[config.mk]
export PLATFORM = sky130hd
export DESIGN_NAME = fpu_issue_ctrl
export DESIGN_NICKNAME = d
export VERILOG_FILES = /design/src/rtl/fpu_issue_ctrl.sv
export SDC_FILE = /design/constraint.sdc
export NUM_CORES = 1
export LEC_CHECK = 0
export CORE_AREA = 2 2 113 115
export CTS_BUF_LIST = sky130_fd_sc_hd__clkbuf_4
export DETAILED_ROUTE_END_ITERATION = 6
export DIE_AREA = 0 0 115 117
export GPL_TIMING_DRIVEN = 0
export HOLD_SLACK_MARGIN = 0.03
export PLACE_DENSITY_LB_ADDON = 0.15
export SLEW_MARGIN = 25
export SYNTH_ARGS = -nofsm -noshare
export SYNTH_HDL_FRONTEND = slang
export SYNTH_SLANG_ARGS = --single-unit
[constraint.sdc]
create_clock -name ck -period 3.55 [get_ports ck]
set_clock_uncertainty 0.1 [all_clocks]
set_input_delay 0.71 -clock ck [delete_from_list [all_inputs] [get_ports ck]]
set_output_delay 0.71 -clock ck [all_outputs]
set_load 0.02 [all_outputs]
[src/rtl/fpu_issue_ctrl.sv]
// fpu_issue_ctrl: issue controller for an RV32F datapath with a fixed latency.
//
// Decodes each offered instruction, checks its FP operands and FP destination
// against a per-register pending-write scoreboard, and issues at most one
// instruction per cycle. An issued instruction is presented to the datapath
// one cycle after acceptance. Its write-back tag comes out PIPELINE_STAGES
// cycles later through a valid/tag shift register. Unsupported opcodes are
// accepted but only raise a one-cycle illegal pulse.
//
// Ports:
//   ck, rst         clock, synchronous active-high reset
//   flush           kills everything in flight and blocks issue this cycle
//   issue_valid     requester offers issue_instr / issue_id
//   issue_ready     combinational accept (no hazard, not in reset or flush)
//   fpu_valid       one-cycle datapath enable with fpu_instr / fpu_id
//   wb_valid        write-back due; wb_id, wb_rd, wb_fp describe it
//   illegal         one-cycle pulse for an accepted unsupported opcode
//   busy            any instruction in flight or fpu_valid high
//   scoreboard      pending-write bit per FP register
module fpu_issue_ctrl #(
    parameter int unsigned NUM_REGS        = 32,
    parameter int unsigned PIPELINE_STAGES = 4,  // legal range 1..16
    parameter int unsigned X_ID_WIDTH      = 4
) (
    input  logic                  ck,
    input  logic                  rst,
    input  logic                  flush,
    input  logic                  issue_valid,
    input  logic [31:0]           issue_instr,
    input  logic [X_ID_WIDTH-1:0] issue_id,
    output logic                  issue_ready,
    output logic                  fpu_valid,
    output logic [31:0]           fpu_instr,
    output logic [X_ID_WIDTH-1:0] fpu_id,
    output logic                  wb_valid,
    output logic [X_ID_WIDTH-1:0] wb_id,
    output logic [4:0]            wb_rd,
    output logic                  wb_fp,
    output logic                  illegal,
    output logic                  busy,
    output logic [NUM_REGS-1:0]   scoreboard
);

    localparam logic [6:0] OpFlw    = 7'b0000111;
    localparam logic [6:0] OpFsw    = 7'b0100111;
    localparam logic [6:0] OpFmadd  = 7'b1000011;
    localparam logic [6:0] OpFmsub  = 7'b1000111;
    localparam logic [6:0] OpFnmsub = 7'b1001011;
    localparam logic [6:0] OpFnmadd = 7'b1001111;
    localparam logic [6:0] OpFp     = 7'b1010011;

    // One-hot scoreboard mask for a register index; indices beyond NUM_REGS
    // are not tracked and map to an empty mask.
    function automatic logic [NUM_REGS-1:0] reg_bit(input logic [4:0] idx);
        logic [NUM_REGS-1:0] m;
        m = '0;
        for (int i = 0; i < NUM_REGS; i++) begin
            if (i < 32 && 5'(i) == idx) begin
                m[i] = 1'b1;
            end
        end
        return m;
    endfunction

    // ------------------------------------------------------------------
    // Decode
    // ------------------------------------------------------------------
    logic [6:0] opcode;
    logic [4:0] funct5;
    logic [4:0] rd;
    logic [4:0] rs1;
    logic [4:0] rs2;
    logic [4:0] rs3;

    assign opcode = issue_instr[6:0];
    assign rd     = issue_instr[11:7];
    assign rs1    = issue_instr[19:15];
    assign rs2    = issue_instr[24:20];
    assign rs3    = issue_instr[31:27];
    assign funct5 = issue_instr[31:27];

    logic legal;
    logic use_rs1;
    logic use_rs2;
    logic use_rs3;
    logic dst_fp;

    always_comb begin
        legal   = 1'b0;
        use_rs1 = 1'b0;
        use_rs2 = 1'b0;
        use_rs3 = 1'b0;
        dst_fp  = 1'b0;
        case (opcode)
            OpFlw: begin
                // Base address is an integer register: no FP source.
                legal  = 1'b1;
                dst_fp = 1'b1;
            end
            OpFsw: begin
                legal   = 1'b1;
                use_rs2 = 1'b1;
            end
            OpFmadd, OpFmsub, OpFnmsub, OpFnmadd: begin
                legal   = 1'b1;
                use_rs1 = 1'b1;
                use_rs2 = 1'b1;
                use_rs3 = 1'b1;
                dst_fp  = 1'b1;
            end
            OpFp: begin
                legal   = 1'b1;
                // Compares, FCVT.W and FMV.X/FCLASS write the integer file.
                dst_fp  = !(funct5 inside {5'b10100, 5'b11000, 5'b11100});
                // FCVT.S.W and FMV.W.X take an integer source.
                use_rs1 = !(funct5 inside {5'b11010, 5'b11110});
                use_rs2 = funct5 inside {5'b00000, 5'b00001, 5'b00010, 5'b00011,
                                         5'b00100, 5'b00101, 5'b10100};
            end
            default: ;
        endcase
    end

    // ------------------------------------------------------------------
    // Hazard detection with write-back bypass
    // ------------------------------------------------------------------
    logic [NUM_REGS-1:0] scoreboard_q;
    logic [NUM_REGS-1:0] scoreboard_d;
    logic [NUM_REGS-1:0] wb_clr_mask;
    logic [NUM_REGS-1:0] sb_visible;
    logic [NUM_REGS-1:0] need_mask;
    logic                hazard;
    logic                accept;

    // The bit retiring this cycle no longer blocks a dependant.
    assign wb_clr_mask = (wb_valid && wb_fp) ? reg_bit(wb_rd) : '0;
    assign sb_visible  = scoreboard_q & ~wb_clr_mask;

    always_comb begin
        need_mask = '0;
        if (use_rs1) need_mask = need_mask | reg_bit(rs1);
        if (use_rs2) need_mask = need_mask | reg_bit(rs2);
        if (use_rs3) need_mask = need_mask | reg_bit(rs3);
        if (dst_fp)  need_mask = need_mask | reg_bit(rd);
    end

    assign hazard      = legal && (|(need_mask & sb_visible));
    assign issue_ready = !rst && !flush && !hazard;
    assign accept      = issue_valid && issue_ready;

    // Set wins over clear so back-to-back writers of one register stay tracked.
    always_comb begin
        scoreboard_d = scoreboard_q & ~wb_clr_mask;
        if (accept && legal && dst_fp) begin
            scoreboard_d = scoreboard_d | reg_bit(rd);
        end
    end

    // ------------------------------------------------------------------
    // Issue register and write-back shift register
    // ------------------------------------------------------------------
    logic                  fpu_valid_q;
    logic [31:0]           fpu_instr_q;
    logic [X_ID_WIDTH-1:0] fpu_id_q;
    logic                  fpu_dst_fp_q;
    logic                  illegal_q;

    logic [PIPELINE_STAGES-1:0] st_valid_q;
    logic [PIPELINE_STAGES-1:0] st_fp_q;
    logic [X_ID_WIDTH-1:0]      st_id_q [PIPELINE_STAGES];
    logic [4:0]                 st_rd_q [PIPELINE_STAGES];

    always_ff @(posedge ck) begin
        if (rst) begin
            fpu_valid_q  <= 1'b0;
            fpu_instr_q  <= '0;
            fpu_id_q     <= '0;
            fpu_dst_fp_q <= 1'b0;
            illegal_q    <= 1'b0;
            scoreboard_q <= '0;
            st_valid_q   <= '0;
            st_fp_q      <= '0;
            for (int i = 0; i < PIPELINE_STAGES; i++) begin
                st_id_q[i] <= '0;
                st_rd_q[i] <= '0;
            end
        end else begin
            // accept is already low during flush, so these self-clear.
            fpu_valid_q <= accept && legal;
            illegal_q   <= accept && !legal;
            if (accept && legal) begin
                fpu_instr_q  <= issue_instr;
                fpu_id_q     <= issue_id;
                fpu_dst_fp_q <= dst_fp;
            end

            scoreboard_q <= flush ? '0 : scoreboard_d;

            // Tags shift unconditionally; only the valids matter after a flush.
            st_valid_q[0] <= fpu_valid_q && !flush;
            st_fp_q[0]    <= fpu_dst_fp_q;
            st_id_q[0]    <= fpu_id_q;
            st_rd_q[0]    <= fpu_instr_q[11:7];
            for (int i = 1; i < PIPELINE_STAGES; i++) begin
                st_valid_q[i] <= st_valid_q[i-1] && !flush;
                st_fp_q[i]    <= st_fp_q[i-1];
                st_id_q[i]    <= st_id_q[i-1];
                st_rd_q[i]    <= st_rd_q[i-1];
            end
        end
    end

    assign fpu_valid  = fpu_valid_q;
    assign fpu_instr  = fpu_instr_q;
    assign fpu_id     = fpu_id_q;
    assign illegal    = illegal_q;
    assign scoreboard = scoreboard_q;

    assign wb_valid = st_valid_q[PIPELINE_STAGES-1];
    assign wb_fp    = st_fp_q[PIPELINE_STAGES-1];
    assign wb_id    = st_id_q[PIPELINE_STAGES-1];
    assign wb_rd    = st_rd_q[PIPELINE_STAGES-1];

    assign busy = fpu_valid_q || (|st_valid_q);

endmodule

==> results.md, run 1 <==
- Post-synthesis sequential area ratio: 0.399
- FF+latch count, synth: 115
- Crit path kind: register to output pin
- Total stage count of the critical path: 9
- Tcrit/Tclk final: 1.18
- Max Clk Rate: 0.239 GHz
- Number of global-route vias before repair: 6,080
- CTS H-tree depth: 4
- Avg Inst Size Synth: 8.71 µm²
- GPL Wtd Cong: 1.01
- Family with the most delay on the worst path: simple AND/OR/NAND/NOR gates
- FP Rows: 41
- Failing checks: negative setup slack
- Post-synth EDFFs: 0
- Origin of the critical flop-to-flop path: st_rd_q[3][2]
- Vias per std cell: 6.65
- Final setup vio count: 1
- Synth Warn #: 0
- WP buf/inv: 1
- Share of layout cells above drive strength 1: 0.243
- Final nets: 882
- GRT Overall Usage: 0.365
- First-pass GRT wire length: 36.5 mm
- Netlist cell types: 69
- Flop2flop setup slack: 120 ps
- Final cell count without fillers: 1,005
- Crit start category: register
- Core region area: 12,300 µm²
- Overflow after GRT: 0
- Port bufs: 116
- Worst hold slack: 343 ps
- WP data required: 2740 ps
- Filler cells: 970
- Final WS setup: -641 ps
- Overall die width: 115 µm
- Dominant synthesized flop cell: dfxtp_1
- Leak: 0.00288 µW
- Crit path capture: issue_ready
- Core Util, Final: 0.693
- Antenna diodes: 0
- Clock transition at path regs: 140 ps
- CTS Buf Count: 17
- Max-cap violations: 0
- Area growth, synth to finish: 47.9%
- Antenna violations before repair: 0
- Via count: 6,684
- Slew @ Worst Pin: 962 ps
- CP Cell Sequence: nand4bb_2 > o21ai_4 > nor2_1 > mux2_2 > a32o_2 > nor4_4 > and4_4 > and3_4 > buf_6
- CP peak stage delay: 450 ps
- Slew HR: 0.357
- Tmin final: 4190 ps
- Clk_lat worst skew: 570 ps
- CTS Buffer Depth: 2
- Die area: 13,500 µm²
- First-pass DRT Iterations: 5
- Clock tree root buffer cell: clkbuf_4
- R2R depth: 12
- Starting Density: 0.469
- Reg2Reg Capture Point: fpu_instr[23]
- Maximum vdd drop: 0.226 mV
- Final ANT Viol Nets: 0
- CP startpoint: st_rd_q[3][2]
- CP max FO: 9
- Arr. time, crit path: 3380 ps
- Slew Viols, Final: 0
- Height of the chip: 117 µm
- Power density cells: 312 nW/µm²
- CTS tree: built
- Largest net degree at the start of global routing: 17
- Slowest library cell on the worst path: nand4bb_2
- Unrepaired setup endpoints after global routing: true
- CP Capture Type: output pin
- Sink Count: 115
- Boundary pin count: 123
- Synthesized Nets: 703
- Area of the multi-input gates: 3770 µm²
- Final Hold Viols: 0
- Routed wire length: 24.9 mm
- Min-Delay Path Class: register to register
- Synth async-reset ratio: 0
- Outcome: complete, but fails checks
- Post-Syn Area: 5770 µm²
- Total placed cells including tap cells: 929
- Register area: 2310 µm²
- Hpwl dp: 17.5 mm
- Initial DRC count: 911
- Synthesized instance count: 663
- Wire per inst: 24.7 µm
- Detailed-route DRC error count: 0
area by class of cell:
| type | instances | area share |
|---|---|---|
| Multi-Input combinational cell | 493 | 0.442 |
| Sequential cell | 115 | 0.271 |
| Timing Repair Buffer | 161 | 0.186 |
| Buffer | 48 | 0.0397 |
| Clock inverter | 15 | 0.0220 |
| Tap cell | 150 | 0.0220 |
| Clock buffer | 17 | 0.0150 |
| Inverter | 6 | 0.00264 |
worst min path at each step:
stage,from,endpoint,slack [ps],cells past startpoint
after global routing,st_id_q[1][2],st_id_q[2][2],360,1
final,st_rd_q[1][2],st_rd_q[2][2],340,1
after floorplan,st_fp_q[0],st_fp_q[1],310,1
after CTS,st_rd_q[1][2],st_rd_q[2][2],350,1
after global placement,st_id_q[0][1],st_id_q[1][1],310,1
after detailed placement,st_id_q[1][1],st_id_q[2][1],330,1
metal layers:
metal  vias up  global-route usage  routed length [µm]
li1       2918                   -                   -
met1      3207               0.501               10200
met2       468               0.553               11000
met3        91              0.0736                2550
met4         0               0.176                1120
met5         -                   0                   0
cells in the mapped netlist, drive strengths merged (3+ instances only):
master,n,share of area
nand3,47,0.041
nand3b,7,0.0091
nor2,33,0.021
buf,22,0.026
a221oi,10,0.015
nor3,15,0.013
or3,5,0.0054
and2,7,0.0076
o22ai,18,0.020
nand4,8,0.0087
nor3b,4,0.0052
a32oi,3,0.0046
nand4bb,3,0.0059
o21ai,60,0.055
nand2b,11,0.012
or2,8,0.0087
clkbuf,28,0.018
nand2,33,0.023
or3b,3,0.0046
a2111oi,3,0.0046
mux2,12,0.029
and3,9,0.0098
and4,3,0.0046
dfxtp,115,0.40
a21oi,38,0.033
nor2b,48,0.052
a211oi,3,0.0039
a31oi,5,0.0054
nand4b,5,0.0076
o32ai,43,0.067
nor4,5,0.0065
mux2i,3,0.0052
inv,6,0.0039
o41ai,4,0.0087
report_power, final:
group	internal (µW)	switching, µW
Clock	454	631
Sequential	1290	1.37
Combinational	109	177
Total	1860	809
registers in the layout, summed over array words and instances, names as in the netlist:
register and flops:
fpu_instr 32, scoreboard 32, st_rd_q 20, st_id_q 16
fpu_id 4, st_fp_q 4, st_valid_q 4, fpu_dst_fp_q 1
fpu_valid 1, illegal 1
per-stage QoR:
stage	total power, µW	cell area [µm²]	setup slack [ps]	setup TNS (ps)
after floorplan	1450	5780	29.0	0
after global placement	1550	7130	-1680	-80060
after detailed placement	1550	7130	-1690	-81870
after CTS	2630	8130	-608	-1420
after global routing	2750	8530	-712	-722
final	2660	8530	-641	-641
cells by family after synthesis:
group,Yosys count,synth area share
buffers and inverters,56,0.0483
DFF,115,0.399
AOI/OAI and AO/OA,216,0.261
muxes,15,0.0338
and+or+nand+nor,261,0.258
placed cells by master (no fill, tap or decap), drive strengths merged, types with 6 or more instances in the layout:
cell	synthesis	final
dlymetal6s2s	0	7
a21oi	38	38
or2	8	8
o32ai	43	43
a221oi	10	10
nand2	33	33
nor2b	48	48
dlygate4sd2	0	6
nor2	33	33
and3	9	9
and2	7	7
o21ai	60	60
clkbuf	28	44
nand2b	11	11
inv	6	15
mux2	12	12
nor3	15	15
dfxtp	115	115
nand3b	7	7
clkdlybuf4s50	0	102
nand4	8	8
o22ai	18	18
nand3	47	47
buf	22	67
repair_timing:
action / in CTS / in global routing
setup buffers: 22 / 20
pin swaps: 26 / 16
resized for setup: 130 / 49
setup endpoints to repair: 72 / 71
hold endpoints to repair: 0 / 0
cloned: 1 / 3
hold buffers: 0 / 0
Note: power is estimated with default switching activity, not from simulation.
==> run 2: changes to the inputs <==
CORE_AREA = 2 2 96 135   (was 2 2 113 115)
DIE_AREA = 0 0 98 137   (was 0 0 115 117)
==> run 2 against run 1 <==
Compared with the run above:
- the run ends with design-rule violations, negative setup slack left
- routed wire length rose by 11%
- first-iteration DRC count fell by 27%
- sequential cell count did not move
- via count rose by 4.6%
- clock-buffer cell count did not move
- largest cell class unchanged
- critical path type unchanged
- largest power group unchanged
- clock power barely moved
- cell count rose by 3.3%
- utilization rose by 3.2 points
- maximum frequency fell by 1.7%
==> results.md, run 2 (same netlist as run 1, synthesis figures left out) <==
- Vias per std cell: 6.74 (+1.3%)
- Initial DRC count: 669 (-27%)
- Boundary pin count: 123 (unchanged)
- Met3 Use GR: 0.101 (+0.0270)
- Overall die width: 98 µm (-15%)
- Slew @ Worst Pin: 994 ps (+32.8 ps)
- Hpwl dp: 18.6 mm (+6.1%)
- Clk_lat worst skew: 580 ps (about the same)
- Most frequent cells in the layout: dfxtp_1 (110), clkdlybuf4s50_1 (102), buf_4 (66), nor2b_1 (47), nand3_1 (45)
- Tmin final: 4260 ps (+73.1 ps)
- CTS Buf Count: 17 (unchanged)
- Height of the chip: 137 µm (+17%)
- FP Rows: 48 (+17%)
- Routed wire length: 27.5 mm (+11%)
- WP data required: 2740 ps (about the same)
- Wire per inst: 26.5 µm (+7.1%)
- Commonest non-fill, non-tap cell in the layout: dfxtp_1
- Slew HR: 0.330 (-0.0265)
- Clock tree root buffer cell: clkbuf_4
- CP Capture Type: output pin
- Antenna violations before repair: 1 (+1)
- Area growth, synth to finish: 53.3%
- Via count: 6,991 (+4.6%)
- Final Hold Viols: 0 (unchanged)
- Max Clk Rate: 0.235 GHz (-1.7%)
- Number of global-route vias before repair: 6,614 (+8.8%)
- Final nets: 914 (+3.6%)
- Final ANT Viol Nets: 0 (unchanged)
- CTS H-tree depth: 4 (unchanged)
- Detailed-route DRC error count: 2 (+2)
- Share of layout cells above drive strength 1: 0.292 (+0.0487)
- Final WS setup: -714 ps (-73.1 ps)
- M1 GR Usage: 0.392 (-0.108)
- Clock transition at path regs: 140 ps (about the same)
- Global Route met2 Usage: 0.659 (+0.107)
- Worst hold slack: 326 ps (-16.2 ps)
- GRT Overall Usage: 0.378 (+0.0123)
- Core Util, Final: 0.726 (+0.0325)
- CTS Buffer Depth: 2 (unchanged)
- Min-Delay Path Class: primary input to register
- Outcome: complete, but fails checks
- Pre-CTS setup slack: -2170 ps (-476 ps)
- Filler cells: 903 (-6.9%)
- Largest net degree at the start of global routing: 17 (unchanged)
- Die area: 13,400 µm² (-0.22%)
- Tcrit/Tclk final: 1.20 (+0.0206)
- Unrepaired setup endpoints after global routing: true
- First-pass GRT wire length: 38.5 mm (+5.6%)
- Slew Viols, Final: 0 (unchanged)
- Crit path kind: register to output pin
- GRT busiest layer: met2
- Crit start category: register
- First-pass DRT Iterations: 7 (+2)
- Arr. time, crit path: 3450 ps (+70 ps)
- Overflow after GRT: 0 (unchanged)
- Max-cap violations: 0 (unchanged)
- Leak: 0.00296 µW (+2.7%)
- Port bufs: 116 (unchanged)
- Power density cells: 299 nW/µm² (-4.1%)
- Sink Count: 115 (unchanged)
- Maximum vdd drop: 0.227 mV (+0.30%)
- Core region area: 12,200 µm² (-0.98%)
- GPL Wtd Cong: 1.03 (+2.8%)
- Failing checks: design-rule violations, negative setup slack
- CP max FO: 6 (-3)
- Final setup vio count: 13 (+12)
- CTS tree: built
- Starting Density: 0.473 (+0.00462)
## run 2: worst paths after layout
kind | from | to | slack [ps] | cells after the start
hold reg to reg | st_id_q[0][3] | st_id_q[1][3] | 350 | 1
hold / removal | issue_instr[2] | fpu_instr[2] | 330 | 3
setup / recovery | st_rd_q[3][2] | issue_ready | -710 | 9
setup reg to reg | st_rd_q[3][2] | fpu_instr[20] | -40 | 12
## run 2: final cells by class
cell class | count | area [µm²] | share of cell area
Antenna cell | 1 | 2.50 | 0.000283
Clock inverter | 15 | 160 | 0.0181
Inverter | 6 | 22.5 | 0.00255
Tap cell | 150 | 188 | 0.0212
Clock buffer | 17 | 128 | 0.0144
Buffer | 48 | 357 | 0.0403
Multi-Input combinational cell | 493 | 3870 | 0.438
Sequential cell | 115 | 2320 | 0.262
Timing Repair Buffer | 193 | 1800 | 0.203
## run 2: stage by stage
stage	total power [µW]	instance area [µm²]	TNS [ps]	std cells
final	2650	8850	-966	1038
after global routing	2690	8850	-1160	1038
after CTS	2580	8200	-525	998
after detailed placement	1550	7130	-115690	929
after global placement	1550	7130	-114930	929
after floorplan	1450	5780	0	663
## run 2: worst max-delay path, stage by stage (launching register included)
cell	delay [ps]
dfxtp_4	390
or4b_4	640
o21ai_4	280
o22ai_2	140
a22oi_2	210
o211ai_1	200
nor4_4	430
and4_4	290
and3_4	190
buf_6	110
## run 2: report_power, final
group          total (µW)  internal (µW)  switching [µW]
Combinational         296            110             186
Clock                1060            380             679
Sequential           1290           1290            1.40
Total                2650           1780             866
## run 2: per-layer routing
layer  vias to the layer above  share of wire
met4                         0          0.089
met1                      3227           0.33
met2                       598           0.48
met5                         -              0
li1                       2977              -
met3                       189           0.10
## run 2: what timing repair did
item	in CTS	in global routing
gates cloned	1	6
pin swaps	35	34
hold endpoints to repair	0	0
setup buffers	38	33
hold buffers	0	0
gates resized for setup	144	80
endpoints found under the setup margin	72	70
==> patch: new RTL, config.mk and constraints of run 1 <==
`NUM_REGS`: 32 -> 64.
--- a/src/rtl/fpu_issue_ctrl.sv
+++ b/src/rtl/fpu_issue_ctrl.sv
@@ -18,7 +18,7 @@
 //   busy            any instruction in flight or fpu_valid high
 //   scoreboard      pending-write bit per FP register
 module fpu_issue_ctrl #(
-    parameter int unsigned NUM_REGS        = 32,
+    parameter int unsigned NUM_REGS        = 64,
     parameter int unsigned PIPELINE_STAGES = 4,  // legal range 1..16
     parameter int unsigned X_ID_WIDTH      = 4
 ) (
Interface: changed (resized scoreboard); port bits go from 123 to 155. The function was not compared with the original's and may differ.
==> patch against run 1 <==
- the flow still finishes with violations (setup timing)
- worst setup slack gained 0.30 ns
- sequential cell count is the same
- non-clock buffer count grew 33
- synthesized area grew 9.2%
- global-route usage grew 2.9 points
- cell count grew 13%
- via count grew 9.7%
- design area grew 6.7%
- maximum frequency grew 7.7%
- power grew 0.28%
- first-iteration DRC count shrank 7.9%
- hold slack gained 0.013 ns
- wire length grew 9.3%
==> patch: results (changes against run 1) <==
Critical R2R Launch st_valid_q[3]; synth top area cells dfxtp_1, nor2b_1, o21ai_0; Critical Path Source Type primary input; Tot GR Track Use 0.3943 (+0.02892); CP arrival 3.08 ns (-0.30 ns); layout cells sized above 1 0.2778 (+0.03450); inverters 30 (+24); Hold Startpoint st_rd_q[2][4]; status finished with violations; worst setup margin -0.3406 ns (+0.3000 ns); clk slew on worst S/H paths 0.12 ns (-0.02 ns); Logic power comb 0.418 mW (+46%); Worst path top cell family by delay buffers and inverters; Fillers 897 (-7.5%); met3 Use GR 0.09578 (+0.02214); Yosys cell types 64 (-7.2%); DRT iter0 DRCs 839 (-7.9%); count of final setup violators 1 (unchanged); area grow syn2layout 44.53%; vias in the first global route 6860 (+13%); failing checks setup timing; Worst-Skew Late Latency 0.59 ns (+0.02 ns); first-pass GRT wire length 39760 um (+9.0%); register area 2302 sq um (-0.43%); top post-synthesis cells by count dfxtp_1, nor2b_1, o21ai_0; Cell Pwr Density 293.2 nW/um^2 (-6.0%); Clock buffers and inverters, area share 0.02857 (-0.008373)
==> patch: cell count changes in the layout (fill, tap and decap cells not counted), moves of 9 or more <==
cell and change:
nand2_1 +23, inv_1 +21, a31oi_1 +9, o21ai_4 -11, conb_1 +32, or3_1 +25, o32ai_1 -27, buf_4 +26
nand4_1 +9, o31ai_1 +18, nand3_1 -24, o32ai_2 -9
==> patch: per-stage QoR <==
| step | utilization | setup TNS [ns] | setup slack (ns) | std cells |
|---|---|---|---|---|
| finish | 0.7398 | -0.3406 | -0.3406 | 1140 |
| global route | 0.7398 | -0.3977 | -0.3977 | 1140 |
| CTS | 0.7192 | -0.3440 | -0.3440 | 1133 |
| detailed placement | 0.6335 | -96.51 | -1.999 | 1072 |
| global placement | 0.6335 | -94.03 | -1.979 | 1072 |
| floorplan | - | 0 | 0.003274 | 805 |
==> patch: what timing repair did <==
item	CTS	global route
hold buffers	0	0
gates cloned	7	0
pin swaps	35	26
setup endpoints to repair	72	25
setup buffers	30	9
gates resized for setup	181	74
